### src/rtl/osc_meas_pkg.sv
// Shared definitions for the oscillator period measurement controller:
// FSM state type, default parameter values and the counter saturation helper.
package osc_meas_pkg;

    typedef enum logic [2:0] {
        ST_IDLE    = 3'd0,
        ST_SETTLE  = 3'd1,
        ST_ARM     = 3'd2,
        ST_MEASURE = 3'd3,
        ST_DONE    = 3'd4
    } osc_state_e;

    localparam int unsigned OSC_CNT_W_DEF     = 8;
    localparam int unsigned OSC_NAVG_LOG2_DEF = 2;
    localparam int unsigned OSC_ACC_W_DEF     = 16;

    // Largest value a w-bit period counter can hold.
    function automatic int unsigned sat_count(input int unsigned w);
        return (32'd1 << w) - 32'd1;
    endfunction

endpackage

### src/rtl/trig_edge_det.sv
// Brings the asynchronous oscillator output into the clk domain and emits a
// one-cycle pulse per rising edge, three clk cycles after the raw edge.
module trig_edge_det (
    input  logic clk,
    input  logic rst,
    input  logic trigger,
    output logic trig_edge
);

    logic sync1;
    logic sync2;
    logic sync3;

    // Two-flop synchronizer, one history flop, registered rising-edge pulse.
    always_ff @(posedge clk) begin
        if (rst) begin
            sync1     <= 1'b0;
            sync2     <= 1'b0;
            sync3     <= 1'b0;
            trig_edge <= 1'b0;
        end else begin
            sync1     <= trigger;
            sync2     <= sync1;
            sync3     <= sync2;
            trig_edge <= sync2 & ~sync3;
        end
    end

endmodule

### src/rtl/osc_meas_ctrl.sv
// Oscillator period measurement sequencer: enable oscillator, settle, time
// 2^NAVG_LOG2 trigger periods, present the average on a valid/ready port.
// Optional build macro OSC_MEAS_CTRL_CONTINUOUS_EN: a DONE handshake with
// start=1 re-arms directly without dropping osc_en or re-settling.
module osc_meas_ctrl
    import osc_meas_pkg::*;
#(
    parameter int unsigned CNT_W     = OSC_CNT_W_DEF,
    parameter int unsigned NAVG_LOG2 = OSC_NAVG_LOG2_DEF,
    parameter int unsigned ACC_W     = OSC_ACC_W_DEF
) (
    input  logic             clk,
    input  logic             rst,
    input  logic             start,
    input  logic [7:0]       settle_cycles,
    input  logic             trigger,
    output logic             osc_en,
    output logic             busy,
    output logic [CNT_W-1:0] result,
    output logic             result_valid,
    input  logic             result_ready,
    output logic             timeout_err
);

    if (ACC_W < CNT_W + NAVG_LOG2) begin : g_acc_w_check
        $error("osc_meas_ctrl: ACC_W must be >= CNT_W + NAVG_LOG2");
    end

    localparam logic [CNT_W-1:0]   CNT_SAT   = CNT_W'(sat_count(CNT_W));
    localparam logic [NAVG_LOG2:0] NAVG_LAST = (NAVG_LOG2 + 1)'((1 << NAVG_LOG2) - 1);

    // In continuous builds the oscillator is left running through DONE so a
    // back-to-back measurement can re-arm without a settle; it is shut off
    // when the handshake returns to IDLE instead.
`ifdef OSC_MEAS_CTRL_CONTINUOUS_EN
    localparam logic DONE_OSC_EN = 1'b1;
`else
    localparam logic DONE_OSC_EN = 1'b0;
`endif

    osc_state_e         state;
    logic [7:0]         settle_tgt;
    logic [7:0]         settle_cnt;
    logic [CNT_W-1:0]   period_cnt;
    logic [ACC_W-1:0]   acc;
    logic [NAVG_LOG2:0] periods_done;
    logic               trig_edge;
    logic [ACC_W-1:0]   acc_sum;
    logic [ACC_W-1:0]   acc_avg;

    trig_edge_det u_trig_edge_det (
        .clk       (clk),
        .rst       (rst),
        .trigger   (trigger),
        .trig_edge (trig_edge)
    );

    assign busy = (state != ST_IDLE);

    // Running sum including the period that closes on this cycle's edge.
    // period_cnt already equals the cycle distance to the previous edge.
    always_comb begin
        acc_sum = acc + ACC_W'(period_cnt);
        acc_avg = acc_sum >> NAVG_LOG2;
    end

    // Measurement FSM, counters, accumulator and registered outputs.
    always_ff @(posedge clk) begin
        if (rst) begin
            state        <= ST_IDLE;
            settle_tgt   <= '0;
            settle_cnt   <= '0;
            period_cnt   <= '0;
            acc          <= '0;
            periods_done <= '0;
            osc_en       <= 1'b0;
            result       <= '0;
            result_valid <= 1'b0;
            timeout_err  <= 1'b0;
        end else begin
            case (state)
                ST_IDLE: begin
                    if (start) begin
                        state        <= ST_SETTLE;
                        osc_en       <= 1'b1;
                        settle_tgt   <= settle_cycles;
                        settle_cnt   <= 8'd1;
                        period_cnt   <= '0;
                        acc          <= '0;
                        periods_done <= '0;
                    end
                end
                ST_SETTLE: begin
                    // settle_cnt starts at 1, so a target of 0 or 1 both leave after one cycle
                    if (settle_cnt >= settle_tgt) begin
                        state      <= ST_ARM;
                        period_cnt <= CNT_W'(1);
                    end else begin
                        settle_cnt <= settle_cnt + 8'd1;
                    end
                end
                ST_ARM: begin
                    if (trig_edge) begin
                        state      <= ST_MEASURE;
                        period_cnt <= CNT_W'(1);
                    end else if (period_cnt == CNT_SAT) begin
                        state        <= ST_DONE;
                        osc_en       <= DONE_OSC_EN;
                        result       <= '1;
                        timeout_err  <= 1'b1;
                        result_valid <= 1'b1;
                    end else begin
                        period_cnt <= period_cnt + CNT_W'(1);
                    end
                end
                ST_MEASURE: begin
                    // An edge on the saturation cycle still closes a valid period.
                    if (trig_edge) begin
                        acc          <= acc_sum;
                        periods_done <= periods_done + (NAVG_LOG2 + 1)'(1);
                        period_cnt   <= CNT_W'(1);
                        if (periods_done == NAVG_LAST) begin
                            state        <= ST_DONE;
                            osc_en       <= DONE_OSC_EN;
                            result       <= (|acc_avg[ACC_W-1:CNT_W]) ? '1 : acc_avg[CNT_W-1:0];
                            timeout_err  <= 1'b0;
                            result_valid <= 1'b1;
                        end
                    end else if (period_cnt == CNT_SAT) begin
                        state        <= ST_DONE;
                        osc_en       <= DONE_OSC_EN;
                        result       <= '1;
                        timeout_err  <= 1'b1;
                        result_valid <= 1'b1;
                    end else begin
                        period_cnt <= period_cnt + CNT_W'(1);
                    end
                end
                ST_DONE: begin
                    if (result_valid && result_ready) begin
                        result_valid <= 1'b0;
`ifdef OSC_MEAS_CTRL_CONTINUOUS_EN
                        if (start) begin
                            state        <= ST_ARM;
                            period_cnt   <= CNT_W'(1);
                            acc          <= '0;
                            periods_done <= '0;
                        end else begin
                            state  <= ST_IDLE;
                            osc_en <= 1'b0;
                        end
`else
                        state  <= ST_IDLE;
                        osc_en <= 1'b0;
`endif
                    end
                end
                default: begin
                    state  <= ST_IDLE;
                    osc_en <= 1'b0;
                end
            endcase
        end
    end

endmodule

### config.mk
export PLATFORM = sky130hd
export DESIGN_NAME = osc_meas_ctrl
export DESIGN_NICKNAME = d
export VERILOG_FILES = /design/src/rtl/osc_meas_pkg.sv /design/src/rtl/trig_edge_det.sv /design/src/rtl/osc_meas_ctrl.sv
export SDC_FILE = /design/constraint.sdc
export NUM_CORES = 1
export LEC_CHECK = 0
export ABC_AREA = 1
export CAP_MARGIN = 20
export CORE_MARGIN = 2
export CORE_UTILIZATION = 36
export DETAILED_ROUTE_END_ITERATION = 6
export GPL_ROUTABILITY_DRIVEN = 0
export PLACE_DENSITY = 0.51
export SETUP_SLACK_MARGIN = 0.5
export SLEW_MARGIN = 15
export SYNTH_ARGS = -nofsm -noshare
export SYNTH_HDL_FRONTEND = slang
export SYNTH_SLANG_ARGS = --single-unit
### constraint.sdc
create_clock -name clk -period 5.6 [get_ports clk]
set_input_delay 1.4 -clock clk [delete_from_list [all_inputs] [get_ports clk]]
set_output_delay 1.4 -clock clk [all_outputs]
set_load 0.03 [all_outputs]
== Word level (Yosys, flattened, before mapping) ==
Index checks and enable logic that the tools add are counted.

* Bits in registers: 61
* Bits of input ports: 13
* Output and inout port bits: 12
* Word-level logic and storage cells: 98

* $add $sub $neg: 4
* Order comparisons: 1
* Equality and inequality tests: 14
* Mux-type cells: 44
* Bitwise operators: 3
* Reductions and logical operators: 18

{| class="wikitable"
|+ Operators with widths
! kind !! count
|-
| $mux W8 || 11
|-
| $mux W16 || 2
|-
| $pmux W16 S2 || 1
|-
| $pmux W8 S2 || 2
|-
| $mux W3 || 9
|-
| $pmux W8 S3 || 1
|-
| $add A16 B8 Y16 || 1
|-
| $add A8 B1 Y8 const B || 2
|-
| $pmux W3 S5 || 1
|-
| $mux W1 || 13
|-
| $reduce_and A4 Y1 || 3
|-
| $ne A2 B2 Y1 const B || 5
|-
| $eq A3 B2 Y1 const B || 3
|-
| $reduce_and A3 Y1 || 3
|-
| $reduce_bool A3 Y1 || 3
|-
| $eq A8 B8 Y1 const B || 1
|-
| $ge A8 B8 Y1 || 1
|-
| $pmux W3 S2 || 1
|-
| $reduce_bool A2 Y1 || 3
|-
| $reduce_or A6 Y1 || 1
|-
| $pmux W1 S5 || 1
|-
| $reduce_and A5 Y1 || 1
|-
| $add A3 B1 Y3 const B || 1
|-
| $eq A3 B1 Y1 const B || 1
|-
| 12 further kinds || 13
|}

== Longest topological paths before layout ==
Gate-level depths: netlist (run 1).

* Word-level depth: 6
* Mapped depth: 16
* Mapped depth without buffers: 16

== Hierarchy ==
Synthesis (run 1) repeated with hierarchy kept, for this count alone.

* Cells, all modules: 549
* Area, all modules: 3,651.0 µm²

{| class="wikitable"
|+ Modules (own cells, without submodules)
! module !! times used !! cells an instance !! area each (µm²) !! seq. area each (µm²)
|-
| osc_meas_ctrl || 1 || 537 || 3,535.9 || 1,141.1
|-
| trig_edge_det || 1 || 12 || 115.1 || 80.1
|}

== Least setup slack after synthesis (run 1) ==
Ideal clock, no wire load.

* Path kind: input-to-reg
* From: in rst
* To: reg result[5]
* Library setup time: 109 ps
* Arrival time: 2,098 ps
* Required time: 5,491 ps
* Slack: 3,393 ps
* Stages: 5
* Path buffers: 2
* Path through: clkbuf_1 clkbuf_1 a21oi_1 nand2_1 inv_1

{| class="wikitable"
|+ RTL lines
! item !! line !! text
|-
| start, declared || osc_meas_ctrl.sv:13 || <nowiki>input logic rst,</nowiki>
|-
| end signal, assigned || osc_meas_ctrl.sv:125 || <nowiki>result <= (|acc_avg[ACC_W-1:CNT_W]) ? '1 : acc_avg[CNT_W-1:0];</nowiki>
|-
| end, declared || osc_meas_ctrl.sv:19 || <nowiki>output logic [CNT_W-1:0] result,</nowiki>
|}

== Worst setup path in the final report (run 1) ==
* From: reg state[2]
* To: out busy

* Cells in the longest elaborated chain, start to end: 1

{| class="wikitable"
|+ Ends and longest elaborated chain
! item !! line !! text
|-
| start, declared || osc_meas_ctrl.sv:41 || <nowiki>osc_state_e state;</nowiki>
|-
| start signal, assigned || osc_meas_ctrl.sv:70 || <nowiki>state <= ST_IDLE;</nowiki>
|-
| start signal, assigned || osc_meas_ctrl.sv:84 || <nowiki>state <= ST_SETTLE;</nowiki>
|-
| start signal, assigned || osc_meas_ctrl.sv:96 || <nowiki>state <= ST_ARM;</nowiki>
|-
| $reduce_bool A3 Y1 || osc_meas_ctrl.sv:58 || <nowiki>assign busy = (state != ST_IDLE);</nowiki>
|-
| end, declared || osc_meas_ctrl.sv:18 || <nowiki>output logic busy,</nowiki>
|}

Every way passes these cells.

==> results.yml, run 1 <==
drt:
  ant_nets: 0
  drt-pass1-iter-count: 6
  vias: 3312
  drt_iter0_drc: 138
  drt_wl_total_mm: 8.68
  route.detailed.drc: 0
  wire_per_inst_um: 12.4
  viasPerCell: 4.72
clock_network:
  clk_latency_ps: 340
  clkTransAtPathRegs_ps: 70
  cts_made_buffers: 9
  cts.hold.buffers_added: 0
  cts_setup_buffers: 0
  numClockSinks: 61
  cts_tree: "yes"
  htree_num_levels: 3
  cts_root_buffer: "clkbuf_8"
  clock_path_buffers: 2
  post_cts_resized: 0
floorplan:
  die_h_um: 105
  die-area_um2: 11000
  start_util_pct: 37.4
  die_x_um: 105
  fp-row-count: 36
  coreArea_um2: 9820
  num_io_pins: 25
yosys:
  synth_top_area_share_pct: 33.3
  synthSimpleGateAreaFrac_pct: 33.5
  ys_seq_area_share_pct: 33.3
  netlist_instances: 540
  synthTopCellsByArea: "dfxtp_1, nand2_1, inv_1"
  synth_nets: 574
  ys_warn_count: 0
  synth-compound-area-share_pct: 12.4
  synthXorXnorAreaFrac_pct: 2.86
  synth_top_flop_cell: "dfxtp_1"
  mappedNetlistArea_um2: 3670
  synth.distinct_cells: 41
  synth-async-reset-ratio_pct: 0
  synth_area_per_cell_um2: 6.79
  yosysTopAreaCell: "dfxtp_1"
  synth-seq-cells: 61
  synth-edff-count: 0
  synth_mux_area_share_pct: 0
  synth_fa_ha_area_share_pct: 7.37
  synth_top_family_by_area: "simple AND/OR/NAND/NOR gates"
  yosys-top-cells-count: "nand2_1, inv_1, dfxtp_1"
  yosysMostFrequentCell: "nand2_1"
power:
  seqPwrFrac_pct: 38.0
  leakagePower_uw: 0.00184
  comb_power_share_pct: 27.3
  intPower_uw: 870
  switching_share_pct: 34.6
  power_uw: 1330
  pwr_density_cell_nw_per_um2: 313
  p_clk_share_pct: 34.8
  ir_drop_mv: 0.105
  p_sw_uw: 460
finish:
  final_util_pct: 43.2
  nNetsFinal: 598
  finalInstanceArea_um2: 4240
  drive_above_1_share_pct: 8.98
  num_antenna_cells: 0
  area_delta_synth_final_pct: 15.7
global_route:
  gr-usage-all-layers_pct: 17.1
  antenna_found_initial: 0
  grt_pass1_wl_mm: 15.2
  grt_pass1_vias: 3150
  grt_max_degree: 48
  grt_overflow_total: 0
timing:
  rsz0062_at_grt: "false"
  period_minus_slack_ps: 3030
  hold_viol_final: 0
  drv_slew: 0
  setup_viol: 0
  finalCritPeriodShare_pct: 54.1
  maxSlewHeadroom_pct: 38.8
  finClkSkew_ps: 7.79
  finalSetupTns_ps: 0
  worst_pin_slew_ps: 918
  clock.fmax_ghz: 0.330
placement:
  placed_area_um2: 4010
  port_buffers: 24
  place.detailed.hpwl_mm: 6.35
setup_path:
  critPathCaptureType: "output port"
  cp-start-kind: "flip-flop"
  max_stage_delay_ps: 670
  r2r_setup_slack_ps: 3330
  r2r-start: "period_cnt[0]"
  cp_max_fo: 5
  cp_data_required_time_ps: 4200
  worst_ep_arrival_time_ps: 1630
  crit_chain: "inv_2 -> nand2_2 -> clkdlybuf4s50_1"
  cp_slowest_cell: "clkdlybuf4s50_1"
  criticalPathCategory: "flip-flop to output port"
  r2r-end: "result[3]"
  worst-r2r-cell-count: 15
worst_hold_path:
  hold_start: "u_trig_edge_det.sync3"
  hp-class: "flip-flop to flip-flop"
  holdPathStages: 1
  min_delay_worst_endpoint: "u_trig_edge_det.trig_edge"
status:
  outcome: "complete, no violations"
run:
  drv_cap: 0
[worst max-delay path: cells and delay by family (launching register included)]
| kind | cells | cell delay [ps] |
|---|---|---|
| buf+inv | 2 | 740 |
| flops | 1 | 430 |
| simple gates | 1 | 110 |
[state kept, by name, summed over array words and instances, names as in the netlist]
signal / count
u_trig_edge_det.sync2: 1
timeout_err: 1
u_trig_edge_det.trig_edge: 1
acc: 16
result_valid: 1
settle_cnt: 8
state: 3
settle_tgt: 8
u_trig_edge_det.sync1: 1
result: 8
period_cnt: 8
u_trig_edge_det.sync3: 1
periods_done: 3
osc_en: 1
[worst max path at each step]
stage,endpoint,startpoint,depth (start not counted),slack [ps]
global route,busy,state[2],3,2490
finish,busy,state[2],3,2570
floorplan,result[5],rst,5,3390
detailed placement,settle_tgt[7],rst,4,2570
CTS,busy,state[1],3,2540
global placement,settle_cnt[2],rst,4,2600
[layout by cell type, fill, tap and decap left out, drive strengths merged, types with 3 or more instances in the layout]
cell type | Yosys | routed
nand2 | 143 | 143
inv | 85 | 85
dfxtp | 61 | 61
a21oi | 59 | 59
nor2 | 51 | 51
nand3 | 46 | 46
clkdlybuf4s50 | 0 | 23
ha | 20 | 20
o21ai | 17 | 17
clkbuf | 5 | 12
nand4 | 12 | 12
xor2 | 9 | 9
nor3 | 6 | 6
xnor2 | 3 | 3
or2 | 3 | 3
[logic make-up after synthesis]
kind of cell               after synthesis
AOI/OAI and AO/OA                       85
xor gates and xnor gates                12
adders and majority gates               21
buffers and inverters                   97
DFF                                     61
and+or+nand+nor                        264
[routing by layer]
metal	global-route usage, %	up-vias	routed length [µm]
met4	7.05	0	146
met2	25.8	44	3760
li1	-	1784	-
met3	2.99	12	257
met1	24.0	1472	4520
met5	0	-	0
[area by class of cell]
type                    instances  area (µm²)
fillers                      1101        5580
multi-input cells             382        2060
flip-flops and latches         61        1220
inverters                      85         319
repair buffers                 25         243
well taps                     133         166
clock buffers                  12         165
clock inverters                 3        67.6
[per-stage QoR]
stage               instances  worst slack (ps)  hold WS [ps]
floorplan                 540              3390           374
global placement          686              2600           382
detailed placement        686              2570           391
CTS                       701              2540           401
global route              701              2490           420
finish                    701              2570           396
[power by group through the flow]
| stage | clock, µW | combinational [µW] | sequential, µW |
|---|---|---|---|
| floorplan | 0 | 276 | 513 |
| global placement | 0 | 360 | 513 |
| detailed placement | 0 | 362 | 514 |
| CTS | 481 | 364 | 505 |
| global route | 499 | 417 | 511 |
| finish | 463 | 362 | 505 |
Power figures use the tool's default switching activity.
==> run 2, diff against run 1 <==
- clock period: 5.6 -> 2.9 ns (I/O delays scaled with it)
==> results.yml, run 2 (synthesis gave the netlist of run 1 again) <==
setup_path:
  cp_max_fo: 8
  criticalPathCategory: "flip-flop to flip-flop"
  cp_data_required_time_ps: 3150
  cp-start-kind: "flip-flop"
  critPathCaptureType: "flip-flop"
  worst_ep_arrival_time_ps: 2430
drt:
  drt_iter0_drc: 201
  drt-pass1-iter-count: 4
  drt_wl_total_mm: 8.71
  vias: 3299
  ant_nets: 0
  route.detailed.drc: 0
  wire_per_inst_um: 12.4
  viasPerCell: 4.69
timing:
  worst_pin_slew_ps: 538
  finClkSkew_ps: 15.0
  period_minus_slack_ps: 2180
  maxSlewHeadroom_pct: 64.1
  finalCritPeriodShare_pct: 75.1
  setup_viol: 0
  clock.fmax_ghz: 0.459
  hold_viol_final: 0
  finalSetupTns_ps: 0
  drv_slew: 0
  rsz0062_at_grt: "false"
clock_network:
  cts_tree: "yes"
  numClockSinks: 61
  clkTransAtPathRegs_ps: 70
  cts_root_buffer: "clkbuf_8"
  clock_path_buffers: 2
  cts_made_buffers: 9
  clk_latency_ps: 360
  htree_num_levels: 3
power:
  ir_drop_mv: 0.223
  pwr_density_cell_nw_per_um2: 613
  leakagePower_uw: 0.00186
placement:
  place.detailed.hpwl_mm: 6.31
  placed_area_um2: 4020
  port_buffers: 24
finish:
  nNetsFinal: 599
  largest_register: "acc"
  layout_common_cells: "nand2_1, inv_1, dfxtp_1"
  largest_register_ffs: 16
  num_antenna_cells: 0
  area_delta_synth_final_pct: 16.1
  finalInstanceArea_um2: 4260
  final_common_cell: "nand2_1"
  drive_above_1_share_pct: 9.47
global_route:
  grt_pass1_wl_mm: 15.0
  grt_pass1_vias: 3173
  grt_overflow_total: 0
  grt_max_degree: 47
  antenna_found_initial: 0
  gr-usage-all-layers_pct: 16.9
run:
  drv_cap: 0
floorplan:
  die_h_um: 105
  die_x_um: 105
  num_io_pins: 25
  start_util_pct: 37.4
  fp-row-count: 36
  coreArea_um2: 9820
  die-area_um2: 11000
status:
  outcome: "complete, no violations"
worst_hold_path:
  hp-class: "flip-flop to flip-flop"
==> run 2: timing repair <==
item                                   4_1_cts  5_1_grt
hold buffers                                 0        0
buffers inserted                             0        0
endpoints found under the hold margin        0        0
setup endpoints to repair                    0        9
resized for setup                            0        2
==> run 2: stage by stage <==
stage	cells	total power [µW]	worst slack (ps)	hold slack (ps)	utilization, %
after CTS	703	2630	526	393	43.3
after detailed placement	687	1690	596	383	40.9
after floorplan	540	1520	923	374	-
after global placement	687	1680	673	379	40.9
final	703	2610	721	390	43.4
after global routing	703	2780	518	420	43.4
==> run 2: report_power, final <==
part | switching [µW] | total [µW] | internal, µW
Combinational | 476 | 693 | 217
Clock | 378 | 946 | 568
Sequential | 58.2 | 972 | 914
==> run 2: layout make-up <==
type	instances	area, µm²
clock buffers	9	124
clock inverters	7	114
fillers	1050	5560
inverters	85	319
multi-input cells	382	2060
flip-flops and latches	61	1220
well taps	133	166
repair buffers	26	253
==> run 2: metal layers <==
layer	part of all wire, %	vias up	track usage [%]	routed length (µm)
met2	41	31	25.6	3570
met3	3.4	9	4.49	295
met1	54	1479	23.4	4740
li1	-	1780	-	-
met4	1.2	0	4.95	103
met5	0	-	0	0
==> run 2: worst paths after layout <==
check	cells past startpoint	end	slack (ps)	start
worst max-delay path	15	result[5]	720	period_cnt[0]
worst min-delay path	1	u_trig_edge_det.trig_edge	390	u_trig_edge_det.sync3
worst max register to register	15	result[5]	720	period_cnt[0]
worst min register to register	1	u_trig_edge_det.trig_edge	390	u_trig_edge_det.sync3
==> run 2: worst max-delay path, stage by stage, from the launching register on <==
cell	delay, ps
dfxtp_2	350
ha_1	190
inv_1	60
fa_1	410
inv_1	90
nand2_1	50
nand2_1	70
nand3_2	80
nand2_4	120
nand3_1	100
nand2_1	80
nand2_1	80
nor2_4	190
nand3_1	100
nand2_1	70
inv_1	40
